[src/rtl/mult_pkg.sv]
// Shared types and helpers for the sequential shift-add multiplier (seq_mult_acc).
package mult_pkg;

  localparam int unsigned MaxW = 64;

  typedef enum logic [1:0] {StIdle, StBusy, StDone} state_e;

  function automatic int unsigned prod_width(input int unsigned din_w, input int unsigned coeff_w);
    return din_w + coeff_w;
  endfunction

  function automatic int unsigned out_width(input int unsigned prod_w, input int unsigned guard_w);
    return prod_w + guard_w;
  endfunction

  function automatic int unsigned iter_count(input int unsigned coeff_w,
                                             input int unsigned radix_bits);
    return coeff_w / radix_bits;
  endfunction

  function automatic int unsigned idx_width(input int unsigned n);
    return (n > 1) ? unsigned'($clog2(n)) : 1;
  endfunction

  // Magnitude of a w-bit operand; the most-negative value maps to 2^(w-1).
  function automatic logic [MaxW-1:0] abs_mag(input logic [MaxW-1:0] v, input int unsigned w,
                                               input logic signed_mode);
    logic [MaxW-1:0] mask;
    logic            sgn;
    mask = (w >= MaxW) ? '1 : ((MaxW'(1) << w) - MaxW'(1));
    sgn  = |((v >> (w - 1)) & MaxW'(1));
    if (signed_mode && sgn) return (~v + MaxW'(1)) & mask;
    return v & mask;
  endfunction

  function automatic logic [MaxW-1:0] cond_neg(input logic [MaxW-1:0] v, input logic neg);
    return neg ? (~v + MaxW'(1)) : v;
  endfunction

endpackage

[src/rtl/mult_pp_add.sv]
// One radix step: |din| times a coefficient slice, shifted into place and added to the sum.
module mult_pp_add #(
  parameter int unsigned DIN_W      = 12,
  parameter int unsigned RADIX_BITS = 1,
  parameter int unsigned PROD_W     = 28,
  parameter int unsigned SH_W       = 4
) (
  input  logic [DIN_W-1:0]      mcand,
  input  logic [RADIX_BITS-1:0] slice,
  input  logic [SH_W-1:0]       shamt,
  input  logic [PROD_W-1:0]     psum_in,
  output logic [PROD_W-1:0]     psum_out
);

  logic [PROD_W-1:0] pp;

  always_comb begin
    pp       = PROD_W'(mcand) * PROD_W'(slice);
    psum_out = psum_in + (pp << shamt);
  end

endmodule

[src/rtl/seq_mult_acc.sv]
// Multi-cycle sign-magnitude shift-add multiplier with valid/ready on both sides.
// Define MULT_ACC_EN to enable accumulate mode (acc_en sampled at accept).
module seq_mult_acc
  import mult_pkg::*;
#(
  parameter int unsigned DIN_W      = 12,
  parameter int unsigned COEFF_W    = 16,
  parameter int unsigned RADIX_BITS = 1,
  parameter int unsigned GUARD_W    = 4,
  localparam int unsigned PROD_W    = prod_width(DIN_W, COEFF_W),
  localparam int unsigned OUT_W     = out_width(PROD_W, GUARD_W)
) (
  input  logic               clk,
  input  logic               rst_n,
  input  logic               in_valid,
  output logic               in_ready,
  input  logic [DIN_W-1:0]   din,
  input  logic [COEFF_W-1:0] coeff,
  input  logic               signed_mode,
  input  logic               acc_en,
  output logic               out_valid,
  input  logic               out_ready,
  output logic [OUT_W-1:0]   product,
  output logic               busy
);

  localparam int unsigned ITER  = iter_count(COEFF_W, RADIX_BITS);
  localparam int unsigned CNT_W = idx_width(ITER);
  localparam int unsigned SH_W  = idx_width(COEFF_W);

  state_e             state_q;
  logic [DIN_W-1:0]   din_mag_q, din_mag_d;
  logic [COEFF_W-1:0] coeff_mag_q, coeff_mag_d;
  logic               neg_q, neg_d, smode_q;
  logic [PROD_W-1:0]  psum_q, psum_next, signed_prod;
  logic [CNT_W-1:0]   cnt_q;
  logic [SH_W-1:0]    shamt;
  logic [OUT_W-1:0]   product_q, prod_ext, product_d;
  logic               out_valid_q;
  logic               accept;

  assign in_ready  = (state_q == StIdle) | ((state_q == StDone) & out_ready);
  assign accept    = in_valid & in_ready;
  assign busy      = (state_q == StBusy);
  assign out_valid = out_valid_q;
  assign product   = product_q;

  always_comb begin
    din_mag_d   = DIN_W'(abs_mag(MaxW'(din), DIN_W, signed_mode));
    coeff_mag_d = COEFF_W'(abs_mag(MaxW'(coeff), COEFF_W, signed_mode));
    neg_d       = signed_mode & (din[DIN_W-1] ^ coeff[COEFF_W-1]);
    // Counter runs down, so the bit position is the number of steps already retired.
    shamt       = SH_W'((ITER - 1 - 32'(cnt_q)) * RADIX_BITS);
  end

  mult_pp_add #(
    .DIN_W      (DIN_W),
    .RADIX_BITS (RADIX_BITS),
    .PROD_W     (PROD_W),
    .SH_W       (SH_W)
  ) u_pp_add (
    .mcand    (din_mag_q),
    .slice    (coeff_mag_q[RADIX_BITS-1:0]),
    .shamt    (shamt),
    .psum_in  (psum_q),
    .psum_out (psum_next)
  );

  always_comb begin
    signed_prod = PROD_W'(cond_neg(MaxW'(psum_next), neg_q));
    if (smode_q) prod_ext = OUT_W'($signed(signed_prod));
    else         prod_ext = OUT_W'(signed_prod);
  end

`ifdef MULT_ACC_EN
  logic acc_q;
  assign product_d = acc_q ? (product_q + prod_ext) : prod_ext;
`else
  logic unused_acc_en;
  assign unused_acc_en = acc_en;
  assign product_d     = prod_ext;
`endif

  always_ff @(posedge clk or negedge rst_n) begin
    if (!rst_n) begin
      state_q     <= StIdle;
      din_mag_q   <= '0;
      coeff_mag_q <= '0;
      neg_q       <= 1'b0;
      smode_q     <= 1'b0;
      psum_q      <= '0;
      cnt_q       <= '0;
      product_q   <= '0;
      out_valid_q <= 1'b0;
`ifdef MULT_ACC_EN
      acc_q       <= 1'b0;
`endif
    end else begin
      case (state_q)
        StIdle, StDone: begin
          if ((state_q == StDone) && out_ready) begin
            out_valid_q <= 1'b0;
            state_q     <= StIdle;
          end
          if (accept) begin
            din_mag_q   <= din_mag_d;
            coeff_mag_q <= coeff_mag_d;
            neg_q       <= neg_d;
            smode_q     <= signed_mode;
            psum_q      <= '0;
            cnt_q       <= CNT_W'(ITER - 1);
            state_q     <= StBusy;
`ifdef MULT_ACC_EN
            acc_q       <= acc_en;
`endif
          end
        end
        StBusy: begin
          psum_q      <= psum_next;
          coeff_mag_q <= coeff_mag_q >> RADIX_BITS;
          cnt_q       <= cnt_q - CNT_W'(1);
          if (cnt_q == '0) begin
            product_q   <= product_d;
            out_valid_q <= 1'b1;
            state_q     <= StDone;
          end
        end
        default: state_q <= StIdle;
      endcase
    end
  end

endmodule

[config.mk]
export PLATFORM = sky130hd
export DESIGN_NAME = seq_mult_acc
export DESIGN_NICKNAME = d
export VERILOG_FILES = /design/src/rtl/mult_pkg.sv /design/src/rtl/mult_pp_add.sv /design/src/rtl/seq_mult_acc.sv
export SDC_FILE = /design/constraint.sdc
export NUM_CORES = 1
export LEC_CHECK = 0
export BUFFER_PORTS_ARGS = -buffer_cell sky130_fd_sc_hd__buf_4
export CAP_MARGIN = 0
export CORE_MARGIN = 5
export CORE_UTILIZATION = 40
export DETAILED_ROUTE_END_ITERATION = 6
export HOLD_SLACK_MARGIN = 0.02
export PLACE_DENSITY = 0.65
export SLEW_MARGIN = 20
export SYNTH_ARGS = -nofsm -noshare
export SYNTH_HDL_FRONTEND = slang
export SYNTH_SLANG_ARGS = --single-unit
[constraint.sdc]
create_clock -name clk -period 6.2 [get_ports clk]
set_input_delay 0.62 -clock clk [delete_from_list [all_inputs] [get_ports clk]]
set_output_delay 0.62 -clock clk [all_outputs]
set_load 0.1 [all_outputs]
==> Yosys cells after proc, flatten, opt, wreduce, memory -nomap -nowiden <==
Cells that the tools add are included.
{ "word_totals": {"regBits": 97, "input_bits": 34, "out_inout_bits": 35} }
{ "classes": {"n_addsub": 6, "multipliers": 1, "n_eq_ne": 6, "n_shift": 1, "mux": 21, "n_bitwise": 8, "n_reduce_logical": 12} }
{ "op_table": {"columns": ["operator", "count"], "rows": [
  ["28-bit 2-to-1 mux", 2],
  ["28-bit one-hot mux with 2 select lines", 1],
  ["16-bit 2-to-1 mux", 3],
  ["32-bit 2-to-1 mux", 1],
  ["16-bit one-hot mux with 2 select lines", 1],
  ["28-bit by 1-bit adder with 28-bit output, second input constant", 1],
  ["28-bit adder", 1],
  ["28-bit NOT", 1],
  ["13-bit by 4-bit << shifter with 28-bit output", 1],
  ["12-bit 2-to-1 mux", 2],
  ["16-bit by 1-bit adder with 16-bit output, second input constant", 1],
  ["16-bit NOT", 1],
  ["12-bit by 1-bit multiplier with 13-bit output", 1],
  ["12-bit by 1-bit adder with 12-bit output, second input constant", 1],
  ["12-bit NOT", 1],
  ["4-bit one-hot mux with 2 select lines", 1],
  ["2-bit AND reduction", 4],
  ["2-bit 2-to-1 mux", 3],
  ["4-bit zero test", 1],
  ["1-bit 2-to-1 mux", 4],
  ["4-bit 2-to-1 mux", 1],
  ["2-bit inequality test, second input constant", 2],
  ["2-bit one-hot mux with 2 select lines", 1],
  ["4-bit by 1-bit subtractor with 4-bit output, second input constant", 1],
  ["other kinds (14)", 18]
]} }

==> Logic depth before layout (Yosys ltp) <==
Gate-level depths: netlist (run 1).
{ "logic_depth": {"word_depth": 7, "depth_mapped": 21} }

==> By module <==
From an unflattened synthesis (run 1), not the netlist that was laid out.
{ "hier_totals": {"cells_unflattened": 832, "area_unflattened_um2": 6879.1} }
{ "by_module_without_submodules": {"columns": ["module", "n_inst", "cells_each", "area_each_um2"], "rows": [
  ["seq_mult_acc", 1, 531, 4839.6],
  ["mult_pp_add", 1, 301, 2039.5]
]} }

==> Worst setup path before layout (run 1) <==
OpenSTA, ideal clock, no wires.
{ "synth_timing": {"path_type": "reg-to-reg", "start": "register cnt_q[0]", "end": "register product_q[26] (netlist: product[26])", "arrival_time_ns": 4.392, "path_slack_ns": 1.737, "stages_incl_launch_ff": 21, "n_path_buf": 3, "period_less_slack_ns": 4.463, "path_cell_list": "dfrtp_1 clkbuf_1 buf_1 inv_1 o21ai_0 nand2_1 o21ai_0 nor2_1 a21oi_1 ha_1 buf_2 a21oi_2 o21ai_1 a211o_1 a311oi_1 o21ai_1 xnor2_1 nand4_2 or4_1 or3_1 nand3_1"} }
{ "synth_via": {"elab_chain_len": 7} }
{ "synth_rtl": {"columns": ["item", "line_no", "source"], "rows": [
  ["start: declaration", "seq_mult_acc.sv:36", "logic [CNT_W-1:0] cnt_q;"],
  ["start signal: assignment", "seq_mult_acc.sv:111", "cnt_q <= CNT_W'(ITER - 1);"],
  ["start signal: assignment", "seq_mult_acc.sv:121", "cnt_q <= cnt_q - CNT_W'(1);"],
  ["4-bit subtractor", "seq_mult_acc.sv:53", "shamt = SH_W'((ITER - 1 - 32'(cnt_q)) * RADIX_BITS);"],
  ["13-bit by 4-bit << shifter with 28-bit output", "mult_pp_add.sv:19", "psum_out = psum_in + (pp << shamt);"],
  ["28-bit adder", "mult_pp_add.sv:19", null],
  ["28-bit NOT", "mult_pkg.sv:37", "return neg ? (~v + MaxW'(1)) : v;"],
  ["28-bit by 1-bit adder with 28-bit output", "mult_pkg.sv:37", null],
  ["28-bit 2-to-1 mux", "mult_pkg.sv:37", null],
  ["32-bit 2-to-1 mux", "seq_mult_acc.sv:71", "if (smode_q) prod_ext = OUT_W'($signed(signed_prod));"],
  ["end signal: assignment", "seq_mult_acc.sv:123", "product_q <= product_d;"],
  ["end: declaration", "seq_mult_acc.sv:38", "logic [OUT_W-1:0] product_q, prod_ext, product_d;"]
]} }
Several ways; a longest one is shown, not always the timed one.
A chain may end at the register's enable or synchronous reset.

==> Worst setup path after layout (run 1) <==
{ "layout_timing": {"start": "register cnt_q[1]", "end": "register product_q[26] (netlist: product[26])"} }
The elaborated chain is that of the path after synthesis.

==> metrics.md, run 1 <==
| Metric | Value |
|---|---|
| DR DRC count | 0 |
| Critical path's top delay family | simple AND/OR/NAND/NOR gates |
| Core Rows | 49 |
| #FFs+latches synth | 94 |
| Synth warn | 0 |
| Class of the worst hold path | primary input to asynchronous set/reset pin |
| Final Hold Fails | 0 |
| Placed cell areas | 7886 sq um |
| Min Hold Slack | around 0.27 ns |
| Final WS setup | 0.8862 ns |
| Drt first pass iters | 5 |
| Status | finished clean |
| Max_cap viols | 0 |
| Cell taking the most area after synthesis | dfrtp_1 |
| Cell Pwr Density | 603.7 nW/um^2 |
| Core area | 17960 sq um |
| Port buffer count | 67 |
| Critical path, cell by cell | clkinv_1, nand3_1, o21ai_0, nand2_1, a21oi_1, mux2_2, ha_1, a21oi_1, o21ai_1, a211o_1, a311oi_1, o21ai_1, xnor2_1, nand4_2, or4_1, or3_1, nand3_1 |
| Synthesized area | between 7000 and 8000 sq um |
| Clk root buf | clkbuf_16 |
| LEAKAGE | 3.570 nW |
| Fin cells | 1152 |
| Setup TNS | 0 ns |
| WP buf/inv | 1 |
| Worst setup SP type | flip-flop |
| Worst Max-Slew Pin Slew | 0.9353 ns |
| Hold-fix buffers at CTS | 0 |
| Synth Area in XOR/XNOR | 7.802% |
| RSZ-0062 raised after global routing | no |
| Area Growth Syn to Fin | 12.40% |
| Largest family of logic cells by synthesized area | compound AO/OA/AOI/OAI gates |
| Die area | 21090 sq um |
| EDFF count, synth | 0 |
| Seq/Total Area, Yosys | between 30% and 40% |
| Period Utilization, post-route | ~86% |
| Clock skew | between 0.009 and 0.01 ns |
| Die Wd | 145.2 um |
| Synth top cells by count | 120 x nand2_1, 111 x o21ai_0, 94 x dfrtp_1 |
| Yosys top cell area share | roughly 32% |
| Starting Density | 40.71% |
| Mux share of post-synthesis cell area | 4.380% |
| Cells after DPL | 1136 |
| Critical Path Slowest Stage Cell | dfrtp_1 |
| Layout net count | just under 1k |
| First-pass GRT wire length | between 30000 and 40000 um |
| Slew headroom | between 30 and 40% |
| CTS tree | done |
| Register-to-register setup slack | 0.89 ns |
| Yosys cell types | 79 |
| H-tree depth | 3 |
| Count leader, synth | nand2_1 |
| DR iter-0 viols | 414 |
| Post-Syn Instances | 892 |
| Max-slew violation count | 0 |
| Post-synthesis area per instance | 8.199 sq um |
| Total power | 4.963 mW |
| Die H | 145.2 um |
| Placement Setup Slack | approximately 1.0 ns |
| Grt total ovfl | 0 |
| DRT Wirelength | 18540 um |
| Post-CTS sizing | 0 |
| Post-layout util | about 46% |
| Initial antenna violation count | 0 |
| Clk buf depth | 2 |
| Critical path fanouts, max | 19 |
| # diodes | 0 |
| Post-synthesis simple-gate area fraction | 20.27% |
| Via count | 6515 |
| Largest net degree at the start of global routing | 64 |
| Setup Fix Bufs, Post-CTS | 0 |
| Worst Path Required | 6.50 ns |
| Synthesized net count | 959 |
| Worst EP arrival | 5.61 ns |
| Num CTS Buffers | 9 |
| CP Capture Type | flip-flop |
| Post-synthesis compound-gate area fraction | ~25% |
| Routed len/inst | 16.09 um |
| All-Layer GR Usage | roughly 18% |
| GP Congestion | 0.8779 |
| Clock sink total | 94 |
| Synth area leaders | dfrtp_1 32%, o21ai_0 7.6%, nand2_1 6.2% |
| Synth Flop Type | dfrtp_1 |
| Final setup violation count | 0 |
| Crit Path Category | flip-flop to flip-flop |
| Synth Area in Adders | 5.749% |
| ANT nets after route | 0 |
| CP peak stage delay | approximately 0.73 ns |
| Layout cells sized above 1 | 14.08% |
| Max VDD drop | between 0.0003 and 0.0004 V |
| Hpwl dp | 14050 um |
| FMAX | 0.1882 GHz |
| Final min period | 5.314 ns |
| IO Pins | 69 |
| Post-synth ARST share | 100.0% |
| Clk slew on worst S/H paths | about 0.07 ns |
| Vias in the first global route | 6060 |
| Later-pin clock latency in the skew report | 0.36 ns |
| Vias per inst | roughly 5.7 |
| Post-route cell area | between 8000 and 9000 sq um |
[power breakdown]
group	internal, mW	switching [mW]
logic	1.06	2.15
registers	0.869	0.262
clock network	0.359	0.265
[layout by cell type (no fill, tap or decap), drive strengths merged, types with 7 or more instances in the layout]
cell and instances:
nand4 12, o21ai 119, a22oi 13, mux2i 14, ha 32, a21o 11
nor2 47, nand2 120, a31oi 7, a21oi 50, inv 24, clkbuf 9
mux2 12, o31ai 10, and3 8, xnor2 38, nor3 22, a211oi 8
a211o 7, nand3 54, xor2 25, buf 72, and2 10, o22ai 9
nand2b 7, o211ai 9, or3 9, dfrtp 94
[flip-flops by register name, summed over array words and instances (netlist names)]
register	count
cnt_q	4
din_mag_q	12
coeff_mag_q	16
state_q	2
neg_q	1
out_valid	1
psum_q	28
smode_q	1
product	29
[final cells by class]
| type | instances | area, sq um |
|---|---|---|
| Fill cell | 1819 | 9743 |
| Multi-Input combinational cell | 719 | 4629 |
| Sequential cell | 94 | 2352 |
| Timing Repair Buffer | 72 | 540.5 |
| Tap cell | 229 | 286.5 |
| Clock buffer | 9 | 225.2 |
| Clock inverter | 7 | 103.9 |
| Inverter | 22 | 82.58 |
[metal layers]
metal	wire, um	GRT usage (%)	share of wire, %
met5	0	0	0
met4	374	5.550	2.0
met3	908	3.056	4.9
met2	7939	26.43	43
met1	9315	25.58	50
[worst register-to-register path, cell delays in order (launching register included)]
cell and delay, ns:
dfrtp_1 0.73, clkinv_1 0.39, nand3_1 0.17, o21ai_0 0.09, nand2_1 0.15, a21oi_1 0.11, mux2_2 0.33, ha_1 0.47
a21oi_1 0.26, o21ai_1 0.15, a211o_1 0.34, a311oi_1 0.28, o21ai_1 0.13, xnor2_1 0.48, nand4_2 0.21, or4_1 0.55
or3_1 0.31, nand3_1 0.09
[worst paths after layout]
path | start | endpoint | cells past startpoint
max reg2reg | cnt_q[1] | product[26] | 17
min reg2reg | product[15] | product[15] | 1
min | rst_n | out_valid | 1
max in group asynchronous | rst_n | product[16] | 2
min in group clk | out_ready | state_q[1] | 2
max | cnt_q[1] | product[26] | 17
[logic make-up after synthesis]
| kind of cell | count (synthesis) |
|---|---|
| DFF | 94 |
| xor gates and xnor gates | 63 |
| buffers and inverters | 79 |
| muxes | 28 |
| AOI/OAI and AO/OA | 283 |
| and+or+nand+nor | 312 |
| adders and majority gates | 33 |
Note: power is estimated with default switching activity, not from simulation.
==> run 2: changes to the inputs <==
- CORE_ASPECT_RATIO: unset -> 1.2
- clock period: 6.2 -> 6.4 ns (I/O delays scaled with it)
==> metrics.md, run 2 (synthesis results as in run 1) <==
| Metric | Value |
|---|---|
| Die area | roughly 21000 sq um |
| Setup Fix Bufs, Post-CTS | 0 |
| Most frequent cells in the layout | 119 x nand2_1, 111 x o21ai_0, 94 x dfrtp_1 |
| Worst Max-Slew Pin Slew | 0.8846 ns |
| GP Congestion | 0.9333 |
| Core area | ~18000 sq um |
| Starting Density | 40.39% |
| Fin cells | between 1k and 1.5k |
| Worst Path Required | 6.70 ns |
| Clock sink total | 94 |
| Later-pin clock latency in the skew report | roughly 0.36 ns |
| Critical path fanouts, max | 19 |
| DRT Wirelength | 18560 um |
| Cells after DPL | 1131 |
| RSZ-0062 raised after global routing | no |
| Die H | approximately 160 um |
| Drt first pass iters | 5 |
| Critical path, cell by cell | clkinv_1, nand3_1, o21ai_0, nand2_1, a21oi_1, mux2_2, ha_1, nand4_1, nor3_1, o2111ai_1, nand3_2, xnor2_1, nor3_1, nand3_1, or4_1, or3_1, nand3_1 |
| Comb pwr share | 65.0% |
| Max-slew violation count | 0 |
| Clk slew on worst S/H paths | around 0.070 ns |
| Max_cap viols | 0 |
| Routed len/inst | 16.18 um |
| Layout net count | 985 |
| Slew headroom | 40.81% |
| Clk buf depth | 2 |
| Most frequent cell on the critical path | nand3_1 |
| All-Layer GR Usage | 17.92% |
| Largest net degree at the start of global routing | 64 |
| Critical Path Slowest Stage Cell | dfrtp_1 |
| Via count | 6529 |
| Final Hold Fails | 0 |
| FMAX | between 0.15 and 0.2 GHz |
| Worst setup SP type | flip-flop |
| LEAKAGE | 3.559 nW |
| CP peak stage delay | 0.73 ns |
| Core Rows | 54 |
| Die Wd | roughly 130 um |
| Most common cell after layout, fill and taps aside | nand2_1 |
| Vias per inst | 5.692 |
| Worst EP arrival | 5.55 ns |
| Vias in the first global route | 6284 |
| Status | finished clean |
| Max reg flops | 29 |
| Port buffer count | between 60 and 70 |
| Num CTS Buffers | 9 |
| Initial antenna violation count | 0 |
| Grt total ovfl | 0 |
| CTS tree | done |
| Layout cells sized above 1 | about 14% |
| Register share of total power | 23.1% |
| Class of the worst hold path | primary input to asynchronous set/reset pin |
| Crit Path Category | flip-flop to flip-flop |
| Pint | between 2 and 2.5 mW |
| Hold-fix buffers at CTS | 0 |
| First-pass GRT wire length | 31050 um |
| Area Growth Syn to Fin | 11.89% |
| Cell Pwr Density | 580.9 nW/um^2 |
| ANT nets after route | 0 |
| CP Capture Type | flip-flop |
| DR iter-0 viols | 501 |
| Psw | roughly 2.6 mW |
| Final setup violation count | 0 |
| # diodes | 0 |
| Clk root buf | clkbuf_16 |
| H-tree depth | 3 |
| Net Sw Frac | 54.16% |
| Final min period | between 5 and 6 ns |
| Post-CTS sizing | 0 |
| DR DRC count | 0 |
| IO Pins | 69 |
| Clk pwr share | 11.8% |
| Hpwl dp | 14020 um |
| Setup TNS | 0 ns |
| Max VDD drop | 0.0002392 V |
| Worst reg2reg path depth | 17 |
| Period Utilization, post-route | 82.01% |
| Clock skew | 0.01283 ns |
run 2: worst max-delay path, delay by kind of cell, from the launching register on:
| family | cells | cell delay [ns] |
|---|---|---|
| AOI/OAI and AO/OA | 3 | 0.39 |
| xor gates and xnor gates | 1 | 0.15 |
| adders and majority gates | 1 | 0.58 |
| buffers and inverters | 1 | 0.39 |
| DFF | 1 | 0.73 |
| muxes | 1 | 0.33 |
| and+or+nand+nor | 10 | 2.62 |
run 2: power groups by stage:
stage                     registers (mW)  logic (mW)  clock network [mW]
after detailed placement            1.11        3.09                   0
after global placement              1.10        3.04                   0
after global routing                1.15        3.39               0.600
after CTS                           1.10        3.09               0.574
after floorplan                     1.51        2.04                   0
final                               1.10        3.09               0.563
run 2: layer usage:
layer | up-vias | GRT usage [%] | part of all wire [%]
li1 | 3304 | - | -
met3 | 36 | 2.638 | 3.9
met5 | - | 0 | 0
met1 | 3059 | 23.81 | 47
met2 | 130 | 29.45 | 47
met4 | 0 | 7.398 | 2.7
run 2: layout make-up:
class | count | area [sq um]
clock inverters | 6 | 68.82
well taps | 224 | 280.3
clock buffers | 10 | 229.0
inverters | 22 | 82.58
fillers | 1871 | 9925
flip-flops and latches | 94 | 2352
multi-input cells | 719 | 4629
repair buffers | 72 | 540.5
run 2: final timing paths:
check	end	slack [ns]	startpoint
min reg2reg	product[1]	0.48	product[1]
min in group clk	product[1]	0.48	product[1]
max	product[26]	1.15	cnt_q[1]
max in group asynchronous	psum_q[25]	5.07	rst_n
max reg2reg	product[26]	1.15	cnt_q[1]
min	psum_q[2]	0.25	rst_n
run 2: metrics by stage:
step	util (%)	hold slack, ns	power, mW	instance area, sq um	worst slack (ns)
final	45.19	0.2509	4.753	8183	1.152
after global routing	45.19	0.3059	5.139	8183	0.7405
after CTS	45.19	0.2742	4.767	8183	1.220
after detailed placement	43.55	0.4714	4.197	7885	1.241
after global placement	43.52	0.4634	4.145	7880	1.266
after floorplan	-	0.3444	3.546	7313	1.937
